$ cat src/rtl/decode_issue_pkg.sv
// Shared types for the decode/issue slice: scalar aliases (common) and
// pipeline-level ALU opcodes, opcode constants and the issue bundle (pipes).
package common;
  typedef logic [63:0] u64;
  typedef logic [31:0] u32;
endpackage

package pipes;
  typedef enum logic [2:0] {
    ALU_ADD,
    ALU_SUB,
    ALU_AND,
    ALU_OR,
    ALU_XOR,
    ALU_ADDW,
    ALU_SUBW,
    ALU_ADDIW
  } alufunc_t;

  localparam logic [6:0] OP_R  = 7'b0110011;
  localparam logic [6:0] OP_I  = 7'b0010011;
  localparam logic [6:0] OP_IW = 7'b0011011;
  localparam logic [6:0] OP_RW = 7'b0111011;

  localparam logic [2:0] F3_ADD = 3'b000;
  localparam logic [2:0] F3_XOR = 3'b100;
  localparam logic [2:0] F3_OR  = 3'b110;
  localparam logic [2:0] F3_AND = 3'b111;

  localparam logic [6:0] F7_BASE = 7'b0000000;
  localparam logic [6:0] F7_ALT  = 7'b0100000;

  // Everything the execute stage receives for one instruction.
  typedef struct packed {
    common::u64 pc;
    common::u64 src1;
    common::u64 src2;
    alufunc_t   aluop;
    logic [4:0] rd;
    logic       wen;
    logic       illegal;
  } issue_t;

  // Register-register forms are the only ones whose rs2 field names a source.
  function automatic logic uses_rs2(input logic [6:0] opcode);
    return (opcode == OP_R) || (opcode == OP_RW);
  endfunction
endpackage

$ cat src/rtl/decode_issue_if.sv
// Issue-to-execute handshake: decode is the master (drives valid + payload),
// execute is the slave (drives ready).
interface decode_issue_if #(parameter int XLEN = 64);
  import pipes::*;

  logic            ex_valid;
  logic            ex_ready;
  logic [XLEN-1:0] ex_pc;
  logic [XLEN-1:0] ex_src1;
  logic [XLEN-1:0] ex_src2;
  alufunc_t        ex_aluop;
  logic [4:0]      ex_rd;
  logic            ex_wen;
  logic            ex_illegal;

  modport master (
    output ex_valid, ex_pc, ex_src1, ex_src2, ex_aluop, ex_rd, ex_wen, ex_illegal,
    input  ex_ready
  );

  modport slave (
    input  ex_valid, ex_pc, ex_src1, ex_src2, ex_aluop, ex_rd, ex_wen, ex_illegal,
    output ex_ready
  );
endinterface

$ cat src/rtl/decode_issue_scoreboard.sv
// Busy-bit scoreboard for read-after-write hazards.
// Compiled in only when DECODE_SCOREBOARD_EN is defined; otherwise stall is
// tied low and every input is ignored.
module decode_issue_scoreboard #(
  parameter int NREG = 32
) (
  input  logic                    clk,
  input  logic                    reset,
  input  logic [$clog2(NREG)-1:0] rs1,
  input  logic [$clog2(NREG)-1:0] rs2,
  input  logic                    use_rs2,
  input  logic                    set_en,
  input  logic [$clog2(NREG)-1:0] set_rd,
  input  logic                    clr_en,
  input  logic [$clog2(NREG)-1:0] clr_rd,
  input  logic                    sq_en,
  input  logic [$clog2(NREG)-1:0] sq_rd,
  output logic                    stall
);
`ifdef DECODE_SCOREBOARD_EN
  logic [NREG-1:0] busy_reg;
  logic [NREG-1:0] busy_next;

  // Clears (writeback, squash) apply first so a same-cycle issue set wins; x0 never busy.
  always_comb begin
    busy_next = busy_reg;
    if (clr_en) busy_next[clr_rd] = 1'b0;
    if (sq_en)  busy_next[sq_rd]  = 1'b0;
    if (set_en) busy_next[set_rd] = 1'b1;
    busy_next[0] = 1'b0;
  end

  // Busy state is registered: a retirement frees the register one cycle later.
  always_ff @(posedge clk or negedge reset) begin
    if (!reset) busy_reg <= '0;
    else        busy_reg <= busy_next;
  end

  assign stall = busy_reg[rs1] || (use_rs2 && busy_reg[rs2]);
`else
  wire unused_sb = &{1'b0, clk, reset, rs1, rs2, use_rs2, set_en, set_rd,
                     clr_en, clr_rd, sq_en, sq_rd};
  assign stall = 1'b0;
`endif
endmodule

$ cat src/rtl/decode_issue.sv
// Decode-and-issue stage: decodes the RV64 integer ALU subset, selects
// operands and holds them in an output register handed to execute.
// Optional RAW-hazard scoreboard enabled by DECODE_SCOREBOARD_EN.
module decode_issue
  import pipes::*;
#(
  parameter int XLEN = 64,
  parameter int NREG = 32
) (
  input  logic            clk,
  input  logic            reset,
  input  logic            if_valid,
  output logic            if_ready,
  input  logic [31:0]     if_inst,
  input  logic [XLEN-1:0] if_pc,
  output logic [4:0]      ra1,
  output logic [4:0]      ra2,
  input  logic [XLEN-1:0] rd1,
  input  logic [XLEN-1:0] rd2,
  input  logic            wb_valid,
  input  logic [4:0]      wb_rd,
  input  logic            flush,
  decode_issue_if.master  ex
);
  logic [6:0]      opcode;
  logic [2:0]      funct3;
  logic [6:0]      funct7;
  logic [XLEN-1:0] imm;
  logic            legal;
  logic            use_imm;
  alufunc_t        op;
  issue_t          dec;
  issue_t          issue_reg;
  logic            ex_valid_reg;
  logic            load;
  logic            stall;
  logic            xfer;

  assign opcode = if_inst[6:0];
  assign funct3 = if_inst[14:12];
  assign funct7 = if_inst[31:25];
  assign imm    = {{(XLEN-12){if_inst[31]}}, if_inst[31:20]};
  assign ra1    = if_inst[19:15];
  assign ra2    = if_inst[24:20];

  // Opcode/funct decode; anything not matched stays illegal with ALU_ADD.
  always_comb begin
    legal   = 1'b0;
    use_imm = 1'b0;
    op      = ALU_ADD;
    case (opcode)
      OP_R: begin
        if (funct7 == F7_BASE) begin
          case (funct3)
            F3_ADD:  begin legal = 1'b1; op = ALU_ADD; end
            F3_XOR:  begin legal = 1'b1; op = ALU_XOR; end
            F3_OR:   begin legal = 1'b1; op = ALU_OR;  end
            F3_AND:  begin legal = 1'b1; op = ALU_AND; end
            default: ;
          endcase
        end else if (funct7 == F7_ALT && funct3 == F3_ADD) begin
          legal = 1'b1;
          op    = ALU_SUB;
        end
      end
      OP_I: begin
        use_imm = 1'b1;
        case (funct3)
          F3_ADD:  begin legal = 1'b1; op = ALU_ADD; end
          F3_XOR:  begin legal = 1'b1; op = ALU_XOR; end
          F3_OR:   begin legal = 1'b1; op = ALU_OR;  end
          F3_AND:  begin legal = 1'b1; op = ALU_AND; end
          default: ;
        endcase
      end
      OP_IW: begin
        use_imm = 1'b1;
        if (funct3 == F3_ADD) begin
          legal = 1'b1;
          op    = ALU_ADDIW;
        end
      end
      OP_RW: begin
        if (funct3 == F3_ADD && funct7 == F7_BASE) begin
          legal = 1'b1;
          op    = ALU_ADDW;
        end else if (funct3 == F3_ADD && funct7 == F7_ALT) begin
          legal = 1'b1;
          op    = ALU_SUBW;
        end
      end
      default: ;
    endcase
  end

  // Operand selection; illegal encodings carry zero sources and never write.
  always_comb begin
    dec         = '0;
    dec.pc      = if_pc;
    dec.aluop   = op;
    dec.rd      = if_inst[11:7];
    dec.illegal = !legal;
    dec.wen     = legal && (if_inst[11:7] != 5'd0);
    dec.src1    = legal ? rd1 : '0;
    dec.src2    = !legal ? '0 : (use_imm ? imm : rd2);
  end

  assign load     = !ex_valid_reg || ex.ex_ready;
  assign if_ready = load && !stall && !flush;
  assign xfer     = if_valid && if_ready;

  decode_issue_scoreboard #(.NREG(NREG)) scoreboard (
    .clk     (clk),
    .reset   (reset),
    .rs1     (if_inst[19:15]),
    .rs2     (if_inst[24:20]),
    .use_rs2 (uses_rs2(opcode)),
    .set_en  (xfer && dec.wen),
    .set_rd  (dec.rd),
    .clr_en  (wb_valid),
    .clr_rd  (wb_rd),
    .sq_en   (flush && ex_valid_reg && issue_reg.wen),
    .sq_rd   (issue_reg.rd),
    .stall   (stall)
  );

  // Output pipeline register: flush squashes, transfer loads, consume empties, else hold.
  always_ff @(posedge clk or negedge reset) begin
    if (!reset) begin
      ex_valid_reg <= 1'b0;
      issue_reg    <= '0;
    end else if (flush) begin
      ex_valid_reg <= 1'b0;
    end else if (xfer) begin
      ex_valid_reg <= 1'b1;
      issue_reg    <= dec;
    end else if (ex.ex_ready) begin
      ex_valid_reg <= 1'b0;
    end
  end

  assign ex.ex_valid   = ex_valid_reg;
  assign ex.ex_pc      = issue_reg.pc;
  assign ex.ex_src1    = issue_reg.src1;
  assign ex.ex_src2    = issue_reg.src2;
  assign ex.ex_aluop   = issue_reg.aluop;
  assign ex.ex_rd      = issue_reg.rd;
  assign ex.ex_wen     = issue_reg.wen;
  assign ex.ex_illegal = issue_reg.illegal;
endmodule
$ cat src/flat_wrapper.sv
// flat-port wrapper written by rule: the top's interface ports become plain ports
module decode_issue_flat import pipes::*;
#(
  parameter int XLEN = 64,
  parameter int NREG = 32
)
  (clk, reset, if_valid, if_ready, if_inst, if_pc, ra1, ra2, rd1, rd2, wb_valid, wb_rd, flush, ex_ex_valid, ex_ex_pc, ex_ex_src1, ex_ex_src2, ex_ex_aluop, ex_ex_rd, ex_ex_wen, ex_ex_illegal, ex_ex_ready);
  decode_issue_if #(.XLEN(XLEN)) ex_i ();
  input  logic clk;
  input  logic reset;
  input  logic if_valid;
  output logic if_ready;
  input  logic [31:0] if_inst;
  input  logic [XLEN-1:0] if_pc;
  output logic [4:0] ra1;
  output logic [4:0] ra2;
  input  logic [XLEN-1:0] rd1;
  input  logic [XLEN-1:0] rd2;
  input  logic wb_valid;
  input  logic [4:0] wb_rd;
  input  logic flush;
  output wire logic [$bits(ex_i.ex_valid)-1:0] ex_ex_valid;
  output wire logic [$bits(ex_i.ex_pc)-1:0] ex_ex_pc;
  output wire logic [$bits(ex_i.ex_src1)-1:0] ex_ex_src1;
  output wire logic [$bits(ex_i.ex_src2)-1:0] ex_ex_src2;
  output wire logic [$bits(ex_i.ex_aluop)-1:0] ex_ex_aluop;
  output wire logic [$bits(ex_i.ex_rd)-1:0] ex_ex_rd;
  output wire logic [$bits(ex_i.ex_wen)-1:0] ex_ex_wen;
  output wire logic [$bits(ex_i.ex_illegal)-1:0] ex_ex_illegal;
  input wire logic [$bits(ex_i.ex_ready)-1:0] ex_ex_ready;
  assign ex_ex_valid = ex_i.ex_valid;
  assign ex_ex_pc = ex_i.ex_pc;
  assign ex_ex_src1 = ex_i.ex_src1;
  assign ex_ex_src2 = ex_i.ex_src2;
  assign ex_ex_aluop = ex_i.ex_aluop;
  assign ex_ex_rd = ex_i.ex_rd;
  assign ex_ex_wen = ex_i.ex_wen;
  assign ex_ex_illegal = ex_i.ex_illegal;
  assign ex_i.ex_ready = ex_ex_ready;
  decode_issue #(.XLEN(XLEN), .NREG(NREG)) u_core (.clk(clk), .reset(reset), .if_valid(if_valid), .if_ready(if_ready), .if_inst(if_inst), .if_pc(if_pc), .ra1(ra1), .ra2(ra2), .rd1(rd1), .rd2(rd2), .wb_valid(wb_valid), .wb_rd(wb_rd), .flush(flush), .ex(ex_i));
endmodule
$ cat config.mk
export PLATFORM = sky130hd
export DESIGN_NAME = decode_issue_flat
export DESIGN_NICKNAME = d
export VERILOG_FILES = /design/src/rtl/decode_issue_pkg.sv /design/src/rtl/decode_issue_if.sv /design/src/rtl/decode_issue_scoreboard.sv /design/src/rtl/decode_issue.sv /design/src/flat_wrapper.sv
export SDC_FILE = /design/constraint.sdc
export NUM_CORES = 1
export LEC_CHECK = 0
export CAP_MARGIN = 20
export CORE_AREA = 3 3 173 175
export CTS_CLUSTER_DIAMETER = 30
export DETAILED_ROUTE_END_ITERATION = 8
export DIE_AREA = 0 0 176 178
export GPL_ROUTABILITY_DRIVEN = 0
export PLACE_DENSITY = 0.63
export SLEW_MARGIN = 20
export SYNTH_ARGS = -nofsm -noshare
export SYNTH_HDL_FRONTEND = slang
export SYNTH_SLANG_ARGS = --single-unit
$ cat constraint.sdc
create_clock -name clk -period 3.1 [get_ports clk]
set_input_delay 0.62 -clock clk [delete_from_list [all_inputs] [get_ports clk]]
set_output_delay 0.62 -clock clk [all_outputs]
set_load 0.005 [all_outputs]
# After elaboration in Yosys (flattened, before gate mapping)
# Cells that the tools add are included.
op_classes:
  eq_ne: 8
  n_mux: 20
  bitwise_logic: 1
  n_reduce_logical: 16
op_table:
  columns: ["operator", "count"]
  rows:
  - ["64-bit 2-to-1 mux", 3]
  - ["7-bit by 6-bit equality test with 1-bit output, second input constant", 3]
  - ["7-bit by 5-bit equality test with 1-bit output, second input constant", 2]
  - ["3-bit 2-to-1 mux", 4]
  - ["3-bit one-hot mux with 4 select lines", 1]
  - ["1-bit 2-to-1 mux", 10]
  - ["3-bit equality test, second input constant", 3]
  - ["3-bit one-hot mux with 3 select lines", 1]
  - ["7-bit zero test", 1]
  - ["1-bit logical AND", 5]
  - ["5-bit nonzero test", 1]
  - ["1-bit one-hot mux with 4 select lines", 1]
  - ["4-bit OR reduction", 1]
  - ["1-bit zero test", 3]
  - ["3-bit zero test", 1]
  - ["3-bit nonzero test", 1]
  - ["2-bit AND reduction", 1]
  - ["2-bit OR reduction", 1]
  - ["1-bit logical OR", 1]
  - ["1-bit NOT", 1]
totals:
  regBits: 203
  inputBits: 235
  output_inout_bits: 214
  wordCells: 53

# Logic depth before layout (Yosys ltp)
# Gate-level depths: netlist of run 1.
depth:
  depth_word: 6
  mapped_depth: 7
  depth_no_buf: 4

# Modules after synthesis
# From an unflattened synthesis of run 1, not the netlist that was laid out.
unflattened:
  hier_cells: 796
  hier_area_um2: 8480.6
by_module_without_submodules:
  columns: ["module", "n_inst", "cells_each", "area_each_um2", "seq_area_each_um2"]
  rows:
  - ["decode_issue", 1, 794, 8469.4, 5079.9]
  - ["decode_issue_scoreboard", 1, 2, 11.3, 0.0]

# Worst setup path after synthesis of run 1
# No wires, ideal clock.
synth_path:
  kind: "input -> register"
  startpoint: "input if_inst[14]"
  endpoint: "register u_core.issue_reg, in the netlist u_core.ex.ex_src1[38]"
  setup_ns: 0.116
  arrival_ns: 2.121
  required_ns: 2.984
  slack_ns: 0.863
  stages: 7
  path_buffers: 3
  path_cell_list: "buf_2 -> or4b_1 -> nor3b_2 -> buf_4 -> buf_2 -> nand4_1 -> o311ai_0"
synth_between:
  elab_chain_len: 6
synth_rtl:
  columns: ["item", "line", "rtl"]
  rows:
  - ["start, declared", "flat_wrapper.sv:13", "input logic [31:0] if_inst;"]
  - ["3-bit equality test / 3-bit zero test (equally long branches)", "decode_issue.sv:54, decode_issue.sv:68, decode_issue.sv:61", null]
  - ["4-bit OR reduction (no source line) / 1-bit logical AND (equally long branches)", null, null]
  - ["1-bit 2-to-1 mux, on equally long branches", null, null]
  - ["1-bit 2-to-1 mux, on equally long branches", "decode_issue.sv:53, decode_issue.sv:84", null]
  - ["1-bit one-hot mux with 4 select lines (*)", "decode_issue.sv:51", "case (opcode)"]
  - ["64-bit 2-to-1 mux (*)", "decode_issue.sv:104", "dec.src1 = legal ? rd1 : '0;"]
  - ["end signal, assigned", "decode_issue.sv:131", "issue_reg <= '0;"]
  - ["end signal, assigned", "decode_issue.sv:136", "issue_reg <= dec;"]
  - ["end, declared", "decode_issue.sv:33", "issue_t issue_reg;"]
# Every way passes the cells marked *; elsewhere a longest branch is shown, timed or not.
# A chain may end at the register's enable or synchronous reset.

# Worst setup path after layout of run 1
layout_path:
  startpoint: "input ex_ex_ready"
  endpoint: "output if_ready"
layout_between:
  elab_chain_len: 2
layout_rtl:
  columns: ["item", "line", "rtl"]
  rows:
  - ["start, declared", "flat_wrapper.sv:30", "input wire logic [$bits(ex_i.ex_ready)-1:0] ex_ex_ready;"]
  - ["1-bit logical OR", "decode_issue.sv:108", "assign load = !ex_valid_reg || ex.ex_ready;"]
  - ["1-bit logical AND", "decode_issue.sv:109", "assign if_ready = load && !stall && !flush;"]
  - ["end, declared", "flat_wrapper.sv:12", "output logic if_ready;"]
# Every way passes these cells.

==> flow_summary.json, run 1 <==
{
  "outcome": "finished clean",
  "rsz0062_at_grt": "false",
  "period_needed_ns": 2.59,
  "die-area_um2": 31300,
  "fp.dieH_um": 178,
  "final_util_pct": 55.0,
  "crit_required_ns": 2.48,
  "final_nets": 1658,
  "fin_ws_ns": 0.511,
  "p_seq_share_pct": 31.6,
  "areaGrowthSynthToFinish_pct": 68.5,
  "crit_chain": "clkdlybuf4s50_1, nor2b_1, nor2_1, clkdlybuf4s50_1",
  "avgRoutedWirePerCell_um": 18.3,
  "worst_pin_slew_ns": 0.735,
  "grt_max_degree": 75,
  "powerDensity_nw_per_um2": 577,
  "seq_area_frac_synth_pct": 54.4,
  "hold_violations": 0,
  "num_io_pins": 449,
  "cp_slowest_cell": "clkdlybuf4s50_1",
  "grt_remaining_overflow": 0,
  "ys_ff_latch": 203,
  "synth_area_leader_cell": "dfrtp_1",
  "clk_latency_ns": 0.53,
  "via_count": 9157,
  "critPathArrivalTime_ns": 1.97,
  "cts_setup_buffers": 0,
  "totalNegativeSetupSlack_ns": 0,
  "ant_nets": 0,
  "cts_tree": "done",
  "ys_async_sr_fraction_pct": 100,
  "ys.flop_type": "dfrtp_1",
  "leakage_nw": 6.89,
  "syn_nets": 1251,
  "finalClockSkew_ns": 0.0103,
  "slowest_delay_ns": 0.50,
  "swShare_pct": 23.7,
  "ys_top_cells_by_area": "dfrtp_1 54%, nand2_1 13%, o31ai_1 5.2%",
  "yosysMostFrequentCell": "nand2_1",
  "num_rows": 62,
  "place_area_um2": 14000,
  "switchingPower_mw": 2.15,
  "clock.fmax_ghz": 0.386,
  "relSlewSlack_pct": 51.0,
  "cp_max_fo": 3,
  "drt_iter0_drc": 526,
  "dr.pass1.iters": 5,
  "power.internal_mw": 6.92,
  "max_cap_viol_count": 0,
  "stdcell_area_um2": 15700,
  "drive_above_1_share_pct": 9.08,
  "pwr-share-clk_pct": 56.8,
  "cts_resized": 0,
  "post-route-period-util_pct": 83.5,
  "setup-violations-final": 0,
  "yosys-top-cells-count": "327 x nand2_1, 203 x dfrtp_1, 66 x inv_1, 66 x nand4_1, 65 x o31ai_1",
  "start_util_pct": 32.6,
  "io_buffer_count": 432,
  "cp_num_buf_inv": 2,
  "synthCells": 1016,
  "ys_types": 42,
  "yosysTopAreaCellShare_pct": 54.4,
  "drt-total-wl_um": 33900,
  "crit_top_cell": "clkdlybuf4s50_1",
  "grt_pass1_wl_um": 52100,
  "drc": 0,
  "die_w_um": 176,
  "h-tree-depth": 2,
  "synth_edf_count": 0,
  "grt_antenna_before_repair": 3,
  "postCtsHoldBufs": 0,
  "synth.avg_cell_area_um2": 9.19,
  "cts_made_buffers": 50,
  "drv_slew": 0,
  "pwr-share-comb_pct": 11.6,
  "dp_hpwl_um": 22600,
  "hp-class": "input pin to async pin",
  "viasPerCell": 4.95,
  "critPathLaunchType": "input pin",
  "cts_root_buf": "clkbuf_16",
  "worst_setup_path_end_kind": "primary output",
  "holdWs_ns": 0.114,
  "worst-setup-path-type": "input pin to primary output",
  "pre_cts_ws_ns": 0.149,
  "clk_pin_slew_worst_paths_ns": 0.04,
  "peakVddDrop_mv": 0.376,
  "grt_pass1_vias": 9385,
  "yosysWarnings": 0,
  "track_usage_pct": 20.7,
  "coreArea_um2": 28600,
  "cts_num_sinks": 203,
  "syn_area_um2": 9330,
  "cpLargestDelayFamily": "buffers and inverters",
  "clockBufferDepth": 3
}
[layout make-up]
class	count	area [um^2]
fill	2529	12900
sequential	203	5080
timing repair buffer	460	4690
multi-input combinational	642	3520
clock buffer	66	1440
tap	384	480
clock inverter	27	269
inverter	66	248
antenna	2	5.00
[placed cells by master (no fill, tap or decap), types with 2 or more instances in the layout]
master / netlist / layout
o311ai_1: 25 / 25
nor2b_1: 5 / 5
buf_4: 17 / 16
clkbuf_8: 0 / 7
mux2i_1: 11 / 11
diode_2: 0 / 2
dfrtp_1: 203 / 203
nor3_1: 3 / 3
o21ai_0: 2 / 2
buf_12: 0 / 12
o311ai_0: 40 / 40
clkbuf_1: 63 / 7
and2_2: 0 / 2
nand4_1: 66 / 66
nand2_1: 327 / 326
a21oi_1: 57 / 57
clkdlybuf4s50_1: 0 / 431
inv_6: 0 / 6
o31ai_1: 65 / 65
clkinvlp_4: 0 / 7
mux2_2: 5 / 5
nor2_1: 6 / 6
o41ai_1: 2 / 2
clkinv_2: 0 / 6
inv_1: 66 / 66
clkinv_4: 0 / 5
nand2b_1: 3 / 3
bufinv_16: 0 / 3
clkbuf_16: 0 / 53
a32oi_1: 2 / 2
[final timing paths]
check | startpoint | endpoint | slack, ns | depth (start not counted)
max | ex_ex_ready | if_ready | 0.51 | 4
min | reset | u_core.ex.ex_src1[28] | 0.11 | 1
max reg2reg | u_core.ex.ex_valid | u_core.ex.ex_src1[42] | 1.20 | 5
min reg2reg | u_core.ex.ex_pc[52] | u_core.ex.ex_pc[52] | 0.47 | 2
max in group asynchronous | reset | u_core.ex.ex_src2[3] | 2.18 | 2
min in group clk | u_core.ex.ex_pc[52] | u_core.ex.ex_pc[52] | 0.47 | 2
[layer usage]
layer	global-route usage [%]	vias up	part of all wire (%)
li1	-	4350	-
met1	24.9	4345	40
met2	34.1	377	48
met3	6.79	83	8.5
met4	9.11	2	4.1
met5	0	-	0.047
[power by group through the flow]
stage	logic (mW)	clock network [mW]	registers [mW]
final	1.05	5.15	2.87
after CTS	1.07	5.24	2.87
after floorplan	0.290	0	2.92
after global routing	1.16	5.40	2.88
after global placement	1.06	0	2.90
after detailed placement	1.07	0	2.91
[through the flow]
step	std cells	power, mW
2_1_floorplan	1016	3.21
3_3_place_gp	1755	3.96
3_5_place_dp	1755	3.98
4_1_cts	1848	9.18
5_1_grt	1850	9.44
6_report	1850	9.07
[kinds of logic after synthesis]
logic type | count (synthesis) | synth area share (%)
DFF | 203 | 54.4
AOI/OAI and AO/OA | 201 | 15.7
muxes | 16 | 1.78
xor gates and xnor gates | 1 | 0.0939
and+or+nand+nor | 424 | 19.7
buffers and inverters | 171 | 8.33
Power figures use the tool's default switching activity.
==> run 2, diff against run 1 <==
- PLACE_DENSITY: 0.63 -> 0.66
- clock period: 3.1 -> 2.25 ns (I/O delays scaled with it)
==> run 2 against run 1 <==
Sequential share of layout area down 0.96 points. Sequential cell count unchanged. Via count up 2.2%. Design area grew 3.1%. Final cell count grew 2.1%. First-iteration DRC count down 5.9%. Core utilization is 1.7 points higher. Clock skew is 0.0014 ns higher. Sequential power up 38%. Clock power rose by 40%. Combinational power rose by 44%. Critical endpoint is now u_core.ex.ex_src1[23]. Critical path depth increased by 4.
==> flow_summary.json, run 2 (same netlist as run 1, synthesis figures left out) <==
{
  "outcome": "finished clean",
  "h-tree-depth": 2,
  "slowest_delay_ns": 0.57,
  "hp-class": "input pin to async pin",
  "post-route-period-util_pct": 95.4,
  "max_cap_viol_count": 0,
  "crit_chain": "clkdlybuf4s50_1, or4_4, buf_4, o21ai_4, o31ai_4, buf_12, buf_4, o311ai_0",
  "drv_slew": 0,
  "die-area_um2": 31300,
  "drive_above_1_share_pct": 11.3,
  "grt_pass1_wl_um": 52800,
  "final_common_cell": "clkdlybuf4s50_1",
  "grt_remaining_overflow": 0,
  "peakVddDrop_mv": 0.481,
  "total_power_mw": 12.7,
  "grt_max_degree": 67,
  "cpLargestDelayFamily": "buffers and inverters",
  "place_area_um2": 14500,
  "num_io_pins": 449,
  "grt_pass1_vias": 9580,
  "multi_input_area_um2": 3520,
  "ant_nets": 0,
  "coreArea_um2": 28600,
  "io_buffer_count": 432,
  "die_w_um": 176,
  "clk_pin_slew_worst_paths_ns": 0.05,
  "relSlewSlack_pct": 73.8,
  "cp_max_fo": 12,
  "areaGrowthSynthToFinish_pct": 73.7,
  "clockBufferDepth": 3,
  "num_rows": 62,
  "nFillCells": 2510,
  "hold_violations": 0,
  "drt-total-wl_um": 34100,
  "stdcell_area_um2": 16200,
  "final_nets": 1699,
  "track_usage_pct": 20.9,
  "worst-setup-path-type": "input pin to register",
  "critPathArrivalTime_ns": 2.55,
  "clk_latency_ns": 0.53,
  "clock.fmax_ghz": 0.466,
  "drt_iter0_drc": 495,
  "avgRoutedWirePerCell_um": 18.0,
  "critPathLaunchType": "input pin",
  "cp_slowest_cell": "or4_4",
  "cts_tree": "done",
  "cts_setup_buffers": 0,
  "period_needed_ns": 2.15,
  "dr.pass1.iters": 4,
  "worst_pin_slew_ns": 0.392,
  "cp_num_buf_inv": 4,
  "leakage_nw": 7.17,
  "final_cell_mix": "431 x clkdlybuf4s50_1, 326 x nand2_1, 203 x dfrtp_1",
  "cts_num_sinks": 203,
  "holdWs_ns": 0.416,
  "grt_antenna_before_repair": 1,
  "via_count": 9360,
  "dp_hpwl_um": 23600,
  "viasPerCell": 4.96,
  "fin_cells": 1888,
  "drc": 0,
  "fin_ws_ns": 0.103,
  "fp.dieH_um": 178,
  "start_util_pct": 32.6,
  "powerDensity_nw_per_um2": 782,
  "pre_cts_ws_ns": -0.508,
  "crit_top_cell": "buf_4",
  "crit_required_ns": 2.65,
  "worst_setup_path_end_kind": "register",
  "cts_root_buf": "clkbuf_16",
  "seq_area_um2": 5080,
  "dp_cells": 1796,
  "cts_made_buffers": 49,
  "finalClockSkew_ns": 0.0117,
  "setup-violations-final": 0
}
run 2: stage by stage:
stage / util, % / setup TNS (ns)
after floorplan: - / 0
after global placement: 50.6 / -47.59
after detailed placement: 50.6 / -49.34
after CTS: 56.6 / 0
after global routing: 56.6 / -0.0274
final: 56.6 / 0
run 2: worst reg2reg max path: stages (launching register included):
cell      delay [ns]
dfrtp_1         0.38
nor2b_1         0.15
buf_4           0.14
nor3b_4         0.20
buf_12          0.19
buf_12          0.15
nand4_1         0.11
o311ai_0        0.12
run 2: final cells by class:
| type | instances | share of cell area (%) |
|---|---|---|
| timing repair buffer | 502 | 31.8 |
| sequential | 203 | 31.3 |
| multi-input combinational | 642 | 21.7 |
| clock buffer | 68 | 8.75 |
| tap | 384 | 2.96 |
| clock inverter | 22 | 1.88 |
| inverter | 66 | 1.53 |
| antenna | 1 | 0.0154 |
run 2: timing repair:
action                                 in CTS  in global routing
hold buffers                                1                  0
resized for setup                           0                  1
endpoints found under the hold margin      37                  0
setup endpoints to repair                   0                  1
run 2: worst paths after layout:
check                                    start               endpoint  slack [ns]  depth (start not counted)
max                                if_inst[29]  u_core.ex.ex_src1[23]        0.10                          8
min                                      reset  u_core.ex.ex_src1[23]        0.42                          2
max reg2reg                 u_core.ex.ex_valid   u_core.ex.ex_src1[2]        0.69                          7
min reg2reg                u_core.ex.ex_pc[42]    u_core.ex.ex_pc[42]        0.47                          2
max in group asynchronous                reset  u_core.ex.ex_src2[48]        1.17                          3
min in group clk                     if_pc[55]    u_core.ex.ex_pc[55]        0.45                          3
run 2: power breakdown:
part	switching, mW	total (mW)	internal, mW
Sequential	0.100	3.96	3.86
Combinational	0.616	1.51	0.894
Clock	2.16	7.22	5.06
Total	2.87	12.7	9.81
run 2: per-layer routing:
layer,GRT usage (%),vias up,share of wire [%]
met2,35.1,362,49
met3,6.07,55,8.2
met4,6.43,0,2.5
li1,-,4421,-
met1,26.1,4522,41
met5,0,-,0
